==> config.mk <==
export PLATFORM = sky130hd
export DESIGN_NAME = adder_arbiter
export DESIGN_NICKNAME = d
export VERILOG_FILES = /design/src/rtl/adder_arbiter_pkg.sv /design/src/rtl/adder_arbiter_rr_pick.sv /design/src/rtl/adder_arbiter.sv
export SDC_FILE = /design/constraint.sdc
export NUM_CORES = 1
export LEC_CHECK = 0
export BUFFER_PORTS_ARGS = -buffer_cell sky130_fd_sc_hd__buf_2
export CORE_UTILIZATION = 47
export CTS_BUF_LIST = sky130_fd_sc_hd__clkbuf_8
export DETAILED_ROUTE_END_ITERATION = 7
export PLACE_DENSITY = 0.87
export SYNTH_ARGS = -nofsm -noshare
export SYNTH_HDL_FRONTEND = slang
export SYNTH_SLANG_ARGS = --single-unit
==> constraint.sdc <==
create_clock -name clk -period 2.4 [get_ports clk]
set_clock_uncertainty 0.2 [all_clocks]
set_input_delay 0.12 -clock clk [delete_from_list [all_inputs] [get_ports clk]]
set_output_delay 0.12 -clock clk [all_outputs]
set_load 0.02 [all_outputs]
==> src/rtl/adder_arbiter_pkg.sv <==
// Shared definitions for the adder arbiter: FSM states, default sizing and
// the fixed requester slots used by the game logic.
package adder_arbiter_pkg;

  localparam int WIDTH_DEF   = 10;  // VGA coordinate range
  localparam int N_REQ_DEF   = 4;
  localparam int ID_W_DEF    = 2;
  localparam int ADD_LAT_DEF = 1;

  // Requester slots as wired in the top level
  localparam int REQ_PLAYER = 0;
  localparam int REQ_ROCK   = 1;
  localparam int REQ_SCORE  = 2;
  localparam int REQ_SCROLL = 3;

  typedef enum logic [1:0] {
    ST_IDLE  = 2'd0,
    ST_ISSUE = 2'd1,
    ST_WAIT  = 2'd2,
    ST_DONE  = 2'd3
  } state_t;

endpackage

==> src/rtl/adder_arbiter_rr_pick.sv <==
// Combinational round-robin picker: returns the first set request bit found
// when searching ptr, ptr+1, ... wrapping modulo N_REQ.
module rr_pick
  import adder_arbiter_pkg::*;
#(
  parameter int N_REQ = N_REQ_DEF,
  parameter int ID_W  = ID_W_DEF
) (
  input  logic [N_REQ-1:0] req,
  input  logic [ID_W-1:0]  ptr,
  output logic             any,
  output logic [ID_W-1:0]  win_id
);

  // Walk from the farthest candidate to the nearest so the nearest set bit wins
  always_comb begin
    // NOTE: every output gets a default first so no path through the loop
    // leaves it unassigned, which would otherwise infer a latch.
    any    = 1'b0;
    win_id = '0;
    for (int k = N_REQ - 1; k >= 0; k--) begin
      int idx;
      idx = int'(ptr) + k;
      if (idx >= N_REQ) idx = idx - N_REQ;
      if (req[idx]) begin
        any    = 1'b1;
        win_id = ID_W'(idx);
      end
    end
  end

endmodule

==> src/rtl/adder_arbiter.sv <==
// Time-multiplexes one shared adder among N_REQ requesters. Round-robin pick
// in IDLE, one-cycle grant in ISSUE, ADD_LAT cycles of WAIT, result captured
// on leaving DONE and strobed on rsp_valid for one cycle.
module adder_arbiter
  import adder_arbiter_pkg::*;
#(
  parameter int WIDTH   = WIDTH_DEF,
  parameter int N_REQ   = N_REQ_DEF,
  parameter int ID_W    = ID_W_DEF,
  parameter int ADD_LAT = ADD_LAT_DEF
) (
  input  logic               clk,
  input  logic               rst_n,
  input  logic [N_REQ-1:0]   req,
  input  logic [N_REQ*WIDTH-1:0] req_a,
  input  logic [N_REQ*WIDTH-1:0] req_b,
  input  logic [N_REQ-1:0]   req_sub,
  output logic [N_REQ-1:0]   gnt,
  output logic               busy,
  output logic [WIDTH-1:0]   add_a,
  output logic [WIDTH-1:0]   add_b,
  output logic               add_sub,
  input  logic [WIDTH-1:0]   add_sum,
  input  logic               add_cout,
  output logic               rsp_valid,
  output logic [ID_W-1:0]    rsp_id,
  output logic [WIDTH-1:0]   rsp_data,
  output logic               rsp_cout
);

  // Counter only needs to reach ADD_LAT-1; keep at least one bit for ADD_LAT<=1
  localparam int              CNT_W     = (ADD_LAT > 1) ? $clog2(ADD_LAT) : 1;
  localparam logic [CNT_W-1:0] WAIT_LAST = CNT_W'((ADD_LAT > 0) ? ADD_LAT - 1 : 0);

  state_t            state;
  logic [ID_W-1:0]   ptr;
  logic [ID_W-1:0]   win_id;
  logic [CNT_W-1:0]  wait_cnt;

  logic              pick_any;
  logic [ID_W-1:0]   pick_id;
  logic [WIDTH-1:0]  sel_a;
  logic [WIDTH-1:0]  sel_b;
  logic              sel_sub;

  rr_pick #(
    .N_REQ (N_REQ),
    .ID_W  (ID_W)
  ) u_pick (
    .req    (req),
    .ptr    (ptr),
    .any    (pick_any),
    .win_id (pick_id)
  );

  // Route the candidate winner's operands toward the operand registers
  always_comb begin
    sel_a   = req_a[int'(pick_id)*WIDTH +: WIDTH];
    sel_b   = req_b[int'(pick_id)*WIDTH +: WIDTH];
    sel_sub = req_sub[pick_id];
  end

  assign busy = (state != ST_IDLE);

  // Arbitration FSM with registered grant, operand and response outputs
  always_ff @(posedge clk or negedge rst_n) begin
    if (!rst_n) begin
      state     <= ST_IDLE;
      ptr       <= '0;
      win_id    <= '0;
      wait_cnt  <= '0;
      gnt       <= '0;
      add_a     <= '0;
      add_b     <= '0;
      add_sub   <= 1'b0;
      rsp_valid <= 1'b0;
      rsp_id    <= '0;
      rsp_data  <= '0;
      rsp_cout  <= 1'b0;
    end else begin
      // NOTE: non-blocking assignments here so every register samples the
      // pre-edge values; pulse outputs default low and are set only when due.
      gnt       <= '0;
      rsp_valid <= 1'b0;
      case (state)
        ST_IDLE: begin
          if (pick_any) begin
            add_a   <= sel_a;
            add_b   <= sel_b;
            add_sub <= sel_sub;
            win_id  <= pick_id;
            gnt     <= N_REQ'(1) << pick_id;
            state   <= ST_ISSUE;
          end
        end
        ST_ISSUE: begin
          wait_cnt <= '0;
          state    <= (ADD_LAT == 0) ? ST_DONE : ST_WAIT;
        end
        ST_WAIT: begin
          if (wait_cnt == WAIT_LAST) state <= ST_DONE;
          else                       wait_cnt <= wait_cnt + CNT_W'(1);
        end
        ST_DONE: begin
          rsp_data  <= add_sum;
          rsp_cout  <= add_cout;
          rsp_id    <= win_id;
          rsp_valid <= 1'b1;
          ptr       <= (win_id == ID_W'(N_REQ - 1)) ? '0 : win_id + ID_W'(1);
          state     <= ST_IDLE;
        end
        default: state <= ST_IDLE;
      endcase
    end
  end

endmodule

Word-level counts from Yosys, hierarchy flattened
Cells that the tools add are included.
{"block": "totals", "register_bits": 46, "in_bits": 101, "word_cells": 80}
{"block": "classes", "addsub": 9, "mul": 1, "magnitude_cmp": 9, "eq_ne": 6, "shift": 3, "n_mux": 35, "n_reduce_logical": 5}
{"cell": "$lt 32x4->1 const B", "count": 4}
{"cell": "$mux 32", "count": 4}
{"cell": "$ge 32x4->1 const B", "count": 3}
{"cell": "$sub 32x4->32 const B", "count": 3}
{"cell": "$shiftx 40x32->10", "count": 1}
{"cell": "$shiftx 40x7->10", "count": 1}
{"cell": "$mux 1", "count": 15}
{"cell": "$mux 2", "count": 7}
{"cell": "$bmux 1 s2", "count": 5}
{"cell": "$mux 4", "count": 2}
{"cell": "$pmux 2 s4", "count": 1}
{"cell": "$add 2x2->3 const B", "count": 2}
{"cell": "$eq 2x2->1 const B", "count": 3}
{"cell": "$mul 2x3->5 const B", "count": 1}
{"cell": "$ne 2x2->1 const B", "count": 2}
{"cell": "$reduce_and 2->1", "count": 2}
{"cell": "$reduce_bool 2->1", "count": 2}
{"cell": "$shl 1x2->4 const A", "count": 1}
{"cell": "$sub 2x3->4 const B", "count": 1}
{"cell": "$add 2x1->3 const B", "count": 1}
{"cell": "$ge 2x3->1 const B", "count": 1}
{"cell": "$lt 2x3->1 const B", "count": 1}
{"cell": "$add 2x1->2 const B", "count": 1}
{"cell": "$eq 2x1->1 const B", "count": 1}
{"cell": "3 further kinds", "count": 3}

Depth between registers and ports, before layout
Gate-level depths: netlist of the first run.
{"block": "depth", "word_depth": 13, "mapped_depth": 8}

Cells and area by module
Synthesis of the first run repeated with hierarchy kept, for this count alone.
{"block": "unflattened", "hier_cells": 148, "hier_area_um2": 2332.2}
{"mod": "adder_arbiter", "n_inst": 1, "cells_each": 135, "area_each_um2": 2254.7, "seq_area_each_um2": 1126.1}
{"mod": "rr_pick", "n_inst": 1, "cells_each": 13, "area_each_um2": 77.6, "seq_area_each_um2": 0.0}

Worst setup path before layout of the first run
No wires, ideal clock.
{"block": "synth_timing", "path_type": "register to register", "from": "register state[0]", "to": "register add_b[1]", "setup_ps": 127, "arrival_ps": 1573, "setup_slack_ps": 500, "path_stages_with_launch": 9, "path_buffers": 1, "period_less_slack_ps": 1900, "path_cell_list": "dfrtp_1 -> inv_1 -> ha_1 -> inv_1 -> nor2_2 -> o21ai_2 -> buf_6 -> a211oi_2 -> a211oi_2"}
{"block": "synth_via", "elab_chain_cells": 2}
{"item": "from (decl)", "line": "adder_arbiter.sv:35", "rtl": "state_t state;"}
{"item": "from (signal assigned)", "line": "adder_arbiter.sv:98", "rtl": "state <= (ADD_LAT == 0) ? ST_DONE : ST_WAIT;"}
{"item": "$logic_not 2->1", "line": "adder_arbiter.sv:85", "rtl": "case (state)"}
{"item": "$reduce_and 2->1 (no source line)"}
{"item": "to (signal assigned)", "line": "adder_arbiter.sv:89", "rtl": "add_b <= sel_b;"}
{"item": "to (decl)", "line": "adder_arbiter.sv:21", "rtl": "output logic [WIDTH-1:0] add_b,"}
No other way between the ends.
A chain may end at the register's enable or synchronous reset.

Worst setup path after layout of the first run
{"block": "layout_timing", "from": "input req[1]", "to": "register add_a[7]"}
{"block": "layout_via", "elab_chain_cells": 9, "elab_cells_between_ends": 23, "cone_classes": "mul (1); shift (1); mux (20); reduce/logical (1)"}
{"item": "from (decl)", "line": "adder_arbiter.sv:14", "rtl": "input logic [N_REQ-1:0] req,"}
{"item": "$bmux 1 s2", "line": "adder_arbiter_rr_pick.sv:25", "rtl": "if (req[idx]) begin"}
{"item": "$mux 1 (not written as such) (2 in a row)", "line": "adder_arbiter_rr_pick.sv:25"}
{"item": "$mux 2 (4 in a row)", "line": "adder_arbiter_rr_pick.sv:25"}
{"item": "$mul 2x3->5", "line": "adder_arbiter.sv:58", "rtl": "sel_a = req_a[int'(pick_id)*WIDTH +: WIDTH];"}
{"item": "$shiftx 40x32->10", "line": "adder_arbiter.sv:58"}
{"item": "to (signal assigned)", "line": "adder_arbiter.sv:88", "rtl": "add_a <= sel_a;"}
{"item": "to (decl)", "line": "adder_arbiter.sv:20", "rtl": "output logic [WIDTH-1:0] add_a,"}
Several ways; a longest one is shown, not always the timed one. The select of a mux whose other input is x is not followed.

==> results.yml, run 1 <==
synth:
  seq_area_frac_synth_pct: 41.74
  synth_seq_cells: 45
  synth_cell_types: 38
  syn_inst: 223
  syn_area_per_cell_um2: 12.10
  yosys_warnings: 0
  syn-cell-area_um2: 2698
  syn_nets: 328
run_status:
  violations: "hold timing"
  status: "finished, violations left"
setup_path:
  cp-start-kind: "input pin"
  crit_path_end: "add_a[7]"
  reg2reg_depth: 8
  crit_type: "input pin to flip-flop"
  r2r-end: "add_b[9]"
  required_ns: 2.38
  crit_start: "req[1]"
  reg2reg_slack_ns: 0.37
  crit_path_end_kind: "flip-flop"
  r2r_start: "state[1]"
  crit_fanout: 14
  cp_data_arrival_time_ns: 2.23
route:
  routed_via_density: 5.188
  routed_wirelength_um: 7766
  dr_total_vias: 2516
  first_pass_iters: 4
  wl_per_cell_um: 16.01
  dr.first_iter.drc_count: 126
  route.detailed.drc: 0
  ant_nets: 0
clock_tree:
  cts_inserted_buffers: 5
  max-clock-path-buffers: 2
  clk_latency_ns: 0.30
  clock-root-buffer: "clkbuf_8"
  cts.reportedPaths.clkPinSlew_ns: 0.09
  postCtsSetupRepairBufs: 0
  cts_tree: "built"
  ctsHtreeMaxLevel: 2
  cts_num_sinks: 45
pwr:
  p_per_area_nw_per_um2: 1107
  power.internal_mw: 2.493
  seqPwrFrac_pct: 29.7
  irDropWorstVdd_mv: 0.6135
  combPwrFrac_pct: 57.4
  p_switching_mw: 1.971
  swShare_pct: 44.14
  p_clk_share_pct: 12.9
  finalPower_mw: 4.464
  leakagePower_nw: 1.891
finish:
  regArea_um2: 1126
  layout-drive-gt1-share_pct: 53.51
  nets: 517
  layout_commonest_cell: "buf_2"
  diodes: 0
  final_design_area_no_fill_um2: 4031
  syn_to_final_growth_pct: 49.44
  fillers: 375
  multi_input_area_um2: 1410
  final_cell_mix: "140 x buf_2, 51 x dlygate4sd3_1, 45 x dfrtp_1"
sta:
  finalSetupTns_ns: 0
  hold_ws_ns: -0.01479
  final.setup.worst_slack_ns: 0.1510
  finalHoldViolCount: 2
  finalCritPeriodShare_pct: 93.71
  slew_violations: 0
  worstMarginPinSlew_ns: 0.4916
  fmax_ghz: 0.4446
  rsz0062_at_grt: "false"
  slew_headroom_pct: 66.93
  finalSetupViolCount: 0
  period_needed_ns: 2.249
placement:
  port_buffers: 140
  place_ws_ns: 0.3746
  dp_hpwl_um: 4990
  dpl_cell_area_um2: 3406
  gp_congestion: 0.7937
die:
  ios: 141
  initial_utilization_pct: 48.99
  die_width_um: 77.76
  dieArea_um2: 6047
  fp-row-count: 27
  die_h_um: 77.76
  core_um2: 5507
grt:
  grt-ovfl-total: 0
  grt_pass1_vias: 2678
  grt_max_degree: 32
  antenna_found_initial: 0
  grt_pass1_wl_um: 12280
  grt_usage_pct: 26.49
run:
  drv_cap: 0
min_path:
  hp-class: "input pin to flip-flop"
[worst min-delay path by stage]
stage / start / to / cells past startpoint
6_report: req_b[33] / add_b[3] / 3
5_1_grt: req_b[38] / add_b[8] / 3
4_1_cts: req_b[37] / add_b[7] / 3
3_5_place_dp: rst_n / rsp_data[8] / 1
3_3_place_gp: rst_n / rsp_data[8] / 1
2_1_floorplan: rst_n / add_a[0] / 0
[per-layer routing]
layer	vias to the layer above	wire (um)	track usage, %
li1	1204	-	-
met1	1172	2911	29.50
met2	118	4167	49.12
met3	22	497	5.647
met4	0	189	9.623
met5	-	0	0
[power groups by stage]
| stage | logic, mW | registers [mW] | clock network, mW |
|---|---|---|---|
| 2_1_floorplan | 1.49 | 1.70 | 0 |
| 3_3_place_gp | 2.41 | 1.32 | 0 |
| 3_5_place_dp | 2.49 | 1.33 | 0 |
| 4_1_cts | 2.56 | 1.33 | 0.586 |
| 5_1_grt | 2.76 | 1.37 | 0.623 |
| 6_report | 2.56 | 1.33 | 0.574 |
[flip-flops by register name, summed over array words and instances (netlist names)]
name and flops:
rsp_valid 1, state 2, add_a 10, rsp_data 10, rsp_id 2, rsp_cout 1, win_id 2, ptr 2
add_sub 1, gnt 4, add_b 10
[cells in the mapped netlist (all sizes together)]
cell,instances,area [um^2]
a211oi,42,505.5
a21boi,22,168.9
a21o,1,7.510
a221oi,1,15.01
a2bb2oi,1,26.28
a31oi,1,6.260
and2,1,8.760
and2b,1,10.01
and3,1,6.260
buf,11,120.1
clkbuf,6,22.52
dfrtp,45,1126
ha,4,50.05
inv,5,18.77
mux2,14,157.7
mux2i,21,210.2
nand2,7,43.79
nor2,26,107.6
nor2b,1,6.260
nor3,2,10.01
nor4,1,6.260
o21a,1,7.510
o21ai,5,28.78
o31ai,1,7.510
or2,1,8.760
or4,1,11.26
[worst max-delay path, cell delays in order]
cell	delay, ns
dlygate4sd3_1	0.54
buf_2	0.16
and2b_4	0.27
a221oi_2	0.07
or2_4	0.29
nor2_4	0.42
buf_4	0.27
a211oi_2	0.08
[kinds of logic (layout without fill, tap and decap cells)]
| family | Yosys count | count (layout) | share of synthesized area (%) |
|---|---|---|---|
| compound gates | 75 | 75 | 28.66 |
| fa+ha+maj | 4 | 4 | 1.855 |
| buf+inv | 22 | 212 | 5.983 |
| flops | 45 | 45 | 41.74 |
| mux | 35 | 35 | 13.64 |
| simple gates | 42 | 42 | 8.118 |
[through the flow]
step | cells | utilization, %
after floorplan | 223 | -
after global placement | 426 | 61.85
after detailed placement | 426 | 61.85
after CTS | 484 | 73.03
after global routing | 485 | 73.21
final | 485 | 73.21
[area by class of cell]
cell class / instances / area share (%)
Inverter: 5 / 0.4655
Timing Repair Buffer: 199 / 31.53
Sequential cell: 45 / 27.93
Clock buffer: 5 / 1.707
Tap cell: 72 / 2.235
Clock inverter: 3 / 1.148
Multi-Input combinational cell: 156 / 34.98
[repair_timing]
action,4_1_cts,5_1_grt
resized for setup,0,0
hold endpoints to repair,71,1
hold buffers,50,1
Note: power is estimated with default switching activity, not from simulation.
==> inputs of run 2 (changes only) <==
--- a/config.mk
+++ b/config.mk
@@ -11,3 +11,3 @@
 export DETAILED_ROUTE_END_ITERATION = 7
-export PLACE_DENSITY = 0.87
+export PLACE_DENSITY = 0.83
 export SYNTH_ARGS = -nofsm -noshare
--- a/constraint.sdc
+++ b/constraint.sdc
@@ -4,2 +4,2 @@
 set_output_delay 0.12 -clock clk [all_outputs]
-set_load 0.02 [all_outputs]
+set_load 0.01 [all_outputs]
==> run 2 against run 1 <==
Sequential share of layout area up 0.11 points. The run still ends with hold timing left. Worst setup slack improved by 0.055 ns. Critical path type unchanged. Global-route usage shrank 2.0 points. Clock power rose by 2%. Highest routed layer unchanged.
==> results.yml, run 2 (same netlist as run 1, synthesis figures left out) <==
finish:
  nets: 513
  syn_to_final_growth_pct: 48.84
  layout_commonest_cell: "buf_2"
  final_cells: 481
  final_design_area_no_fill_um2: 4015
  post-route-util_pct: 72.92
  layout-drive-gt1-share_pct: 53.55
  largestRegisters: "add_a (10), add_b (10), rsp_data (10)"
  final_cell_mix: "140 x buf_2, 48 x dlygate4sd3_1, 45 x dfrtp_1"
  diodes: 0
clock_tree:
  max-clock-path-buffers: 2
  clock-root-buffer: "clkbuf_8"
  cts_tree: "built"
  cts_inserted_buffers: 5
  cts_num_sinks: 45
  clk_latency_ns: 0.30
  ctsHtreeMaxLevel: 2
  cts.reportedPaths.clkPinSlew_ns: 0.09
pwr:
  finalPower_mw: 4.215
  p_per_area_nw_per_um2: 1050
  irDropWorstVdd_mv: 0.5411
  leakagePower_nw: 1.886
sta:
  worstMarginPinSlew_ns: 0.6722
  slew_violations: 0
  final.setup.worst_slack_ns: 0.2060
  slew_headroom_pct: 55.18
  finalSetupViolCount: 0
  rsz0062_at_grt: "false"
  finalCritPeriodShare_pct: 91.42
  fmax_ghz: 0.4558
  period_needed_ns: 2.194
  finalSetupTns_ns: 0
  hold_ws_ns: -0.006279
  finalHoldViolCount: 3
route:
  routed_wirelength_um: 7355
  route.detailed.drc: 0
  ant_nets: 0
  dr.first_iter.drc_count: 69
  dr_total_vias: 2516
  routed_via_density: 5.231
  first_pass_iters: 4
  wl_per_cell_um: 15.29
run_status:
  violations: "hold timing"
  status: "finished, violations left"
grt:
  antenna_found_initial: 0
  grt_usage_pct: 24.45
  grt_pass1_vias: 2518
  grt-ovfl-total: 0
  grt_pass1_wl_um: 11410
  grt_max_degree: 46
placement:
  dpl_cell_area_um2: 3411
  gp_congestion: 0.7764
  dp_hpwl_um: 4716
  port_buffers: 140
  place_ws_ns: 0.2643
  placed_cells: 425
die:
  core_um2: 5507
  initial_utilization_pct: 48.99
  ios: 141
  die_width_um: 77.76
  fp-row-count: 27
  dieArea_um2: 6047
  die_h_um: 77.76
setup_path:
  crit_path_end_kind: "flip-flop"
  cp-start-kind: "input pin"
  crit_path_top_delay_cell: "dlygate4sd3_1"
  path_cells: "dlygate4sd3_1, buf_2, a21boi_2, a2bb2oi_4, and2_4, a211oi_1, a211oi_1"
  slowest_delay_ns: 0.54
  required_ns: 2.41
  crit_path_frequent_cell: "a211oi_1"
  crit_fanout: 24
  crit_type: "input pin to flip-flop"
  cp_data_arrival_time_ns: 2.20
min_path:
  hp-class: "input pin to flip-flop"
run:
  drv_cap: 0
## run 2: changes by cell type in the layout (fill, tap and decap cells not counted), sizes merged
cell / change
clkinvlp: -1
clkinv: -1
inv: +1
clkbuf: +1
dlygate4sd3: -3
buf: -1
## run 2: area by class of cell
cell class | instances | area [um^2]
Multi-Input combinational cell | 156 | 1418
Inverter | 5 | 18.77
Clock buffer | 6 | 82.58
Fill cell | 388 | 1491
Sequential cell | 45 | 1126
Clock inverter | 2 | 33.78
Tap cell | 72 | 90.09
Timing Repair Buffer | 195 | 1246
## run 2: repair_timing
item / in CTS / in global routing
gates resized for setup: 0 / 1
hold buffers: 48 / 0
hold endpoints to repair: 78 / 0
endpoints found under the setup margin: 0 / 9
setup buffers: 0 / 0
## run 2: final timing paths
check / from / end / slack [ns] / cells past startpoint
min reg2reg: rsp_id[1] / rsp_id[1] / 0.31 / 1
min: req_b[34] / add_b[4] / -0.006 / 3
min in group asynchronous: rst_n / state[1] / 0.24 / 3
max reg2reg: state[1] / add_a[8] / 0.27 / 8
max in group asynchronous: rst_n / rsp_data[6] / 1.37 / 3
max: req[1] / add_b[9] / 0.21 / 7
## run 2: worst max-delay path, delay by kind of cell
kind / cells / cell delay (ns)
buffers and inverters: 2 / 0.69
and+or+nand+nor: 1 / 0.46
AOI/OAI and AO/OA: 4 / 0.94
## run 2: layer usage
metal  wire [um]  up-vias  GRT usage (%)
li1            -     1193              -
met2        3946      116          45.66
met4         245        0          13.02
met5           0        -              0
met1        2795     1184          26.07
met3         368       23          4.000
## run 2: power by group
| group | switching (mW) | internal (mW) | total (mW) | leakage, nW |
|---|---|---|---|---|
| registers | 0.191 | 1.13 | 1.32 | 0.527 |
| logic | 1.25 | 1.06 | 2.31 | 1.30 |
| clock network | 0.248 | 0.335 | 0.583 | 0.0626 |
| total | 1.69 | 2.52 | 4.21 | 1.89 |
==> inputs of run 3 (changes only) <==
Settings changed: CAP_MARGIN from default to 25, CORE_MARGIN from default to 1.5, MAX_ROUTING_LAYER from default to met4.
==> run 3 against run 2 <==
The flow still finishes with violations (hold timing). Flip-flop and latch count did not move. Hold slack worse by 0.0058 ns. Wire length grew 0.58%.
==> results.yml, run 3 (same netlist as run 1, synthesis figures left out) <==
sta:
  rsz0062_at_grt: "false"
  finalSetupViolCount: 0
  finalHoldViolCount: 2
  fmax_ghz: 0.4386
  worstMarginPinSlew_ns: 0.6627
  slew_violations: 0
  slew_headroom_pct: 55.82
  finalSetupTns_ns: 0
  hold_ws_ns: -0.01213
  finalCritPeriodShare_pct: 95.01
  period_needed_ns: 2.280
pwr:
  swShare_pct: 41.51
  p_per_area_nw_per_um2: 1021
  irDropWorstVdd_mv: 0.5408
  power.internal_mw: 2.387
  p_clk_share_pct: 11.2
  p_switching_mw: 1.694
  leakagePower_nw: 1.874
  combPwrFrac_pct: 56.6
  seqPwrFrac_pct: 32.2
  finalPower_mw: 4.081
route:
  dr.first_iter.drc_count: 75
  first_pass_iters: 4
  route.detailed.drc: 0
  routed_via_density: 5.093
  dr_total_vias: 2460
  wl_per_cell_um: 15.32
  routed_wirelength_um: 7398
  ant_nets: 0
finish:
  layout_commonest_cell: "buf_2"
  syn_to_final_growth_pct: 48.19
  nets: 515
  diodes: 0
  fillers: 395
  regArea_um2: 1126
  multi_input_area_um2: 1410
  layout-drive-gt1-share_pct: 53.53
  final_cell_mix: "140 x buf_2, 50 x dlygate4sd3_1, 45 x dfrtp_1"
  largestRegisters: "add_a (10), add_b (10), rsp_data (10)"
setup_path:
  crit_path_end_kind: "flip-flop"
  required_ns: 2.42
  slowest_delay_ns: 0.56
  crit_fanout: 12
  crit_start: "req[1]"
  r2r-end: "add_a[1]"
  crit_path_frequent_cell: "a211oi_2"
  reg2reg_depth: 8
  crit_type: "input pin to flip-flop"
  reg2reg_slack_ns: 0.29
  r2r_start: "state[0]"
  path_cells: "dlygate4sd3_1, buf_2, and2b_4, a221oi_2, o21ai_2, buf_4, a211oi_2, a211oi_2"
  crit_path_top_delay_cell: "o21ai_2"
  timing.critical_path.buf_inv: 3
  cp-start-kind: "input pin"
  cp_data_arrival_time_ns: 2.30
  critPathTopFamily: "buffers and inverters"
grt:
  grt_pass1_vias: 2477
  grt_max_degree: 46
  grt_pass1_wl_um: 11580
  grt-ovfl-total: 0
  antenna_found_initial: 0
  grt_usage_pct: 25.06
clock_tree:
  clock-root-buffer: "clkbuf_8"
  clk_latency_ns: 0.30
  cts_inserted_buffers: 5
  cts_tree: "built"
  ctsHtreeMaxLevel: 2
  cts-resized-gates: 0
  max-clock-path-buffers: 2
  cts.reportedPaths.clkPinSlew_ns: 0.08
  cts_num_sinks: 45
die:
  ios: 141
  die_width_um: 78.76
  initial_utilization_pct: 48.99
  fp-row-count: 27
  core_um2: 5507
  die_h_um: 78.76
  dieArea_um2: 6203
run_status:
  violations: "hold timing"
  status: "finished, violations left"
placement:
  dp_hpwl_um: 4824
  gp_congestion: 0.7698
  port_buffers: 140
min_path:
  min_from: "req_b[36]"
  whs_path_depth: 3
  hold_end: "add_b[6]"
  hp-class: "input pin to flip-flop"
run:
  drv_cap: 0
## run 3: cell types whose count changed in the layout (fill, tap and decap cells not counted)
cell / change
clkinvlp_4: +1
o21ai_4: -1
bufinv_16: -1
clkbuf_8: -1
dlygate4sd3_1: +2
o21ai_2: +1
inv_1: -1
clkinv_2: +2
## run 3: power groups by stage
stage,Sequential (mW),Clock (mW),Combinational (mW)
detailed placement,1.32,0,2.25
CTS,1.31,0.473,2.31
finish,1.32,0.456,2.31
floorplan,1.47,0,1.49
global route,1.37,0.501,2.51
global placement,1.31,0,2.18
## run 3: tightest hold or removal path: cells and delay by family
| kind | cells | cell delay (ns) |
|---|---|---|
| AOI/OAI and AO/OA | 1 | 0.08 |
| buffers and inverters | 1 | 0.10 |
| muxes | 1 | 0.14 |
## run 3: how the worst max path moves through the flow
stage	endpoint	slack [ns]	cells after the start
after detailed placement	add_b[3]	0.30	8
after global placement	add_a[3]	0.40	8
final	add_b[3]	0.12	8
after global routing	add_b[8]	0.03	8
after floorplan	add_b[1]	0.55	8
after CTS	add_b[3]	0.13	8
## run 3: final cells by class
class,count,share of cell area [%]
Clock buffer,5,1.721
Clock inverter,3,0.4382
Inverter,5,0.4695
Multi-Input combinational cell,156,35.27
Sequential cell,45,28.17
Tap cell,72,2.254
Timing Repair Buffer,197,31.67
## run 3: stage by stage
stage                     util, %  instance area, um^2  instances  worst slack, ns
after floorplan                 -                 2698        223           0.5520
after global placement      61.94                 3411        425           0.3962
after detailed placement    61.94                 3411        425           0.3049
after CTS                   72.60                 3998        483           0.1262
after global routing        72.60                 3998        483          0.02628
final                       72.60                 3998        483           0.1198
## run 3: repair_timing
action,CTS,global route
endpoints found under the hold margin,78,0
endpoints found under the setup margin,0,0
hold buffers,50,0
buffers inserted,0,0
## run 3: per-layer routing
| metal | vias up | global-route usage [%] | share of wire [%] |
|---|---|---|---|
| met1 | 1150 | 27.87 | 40 |
| met5 | - | - | 0 |
| li1 | 1193 | - | - |
| met3 | 16 | 4.828 | 5.5 |
| met4 | 0 | 10.71 | 3.2 |
| met2 | 101 | 43.88 | 51 |
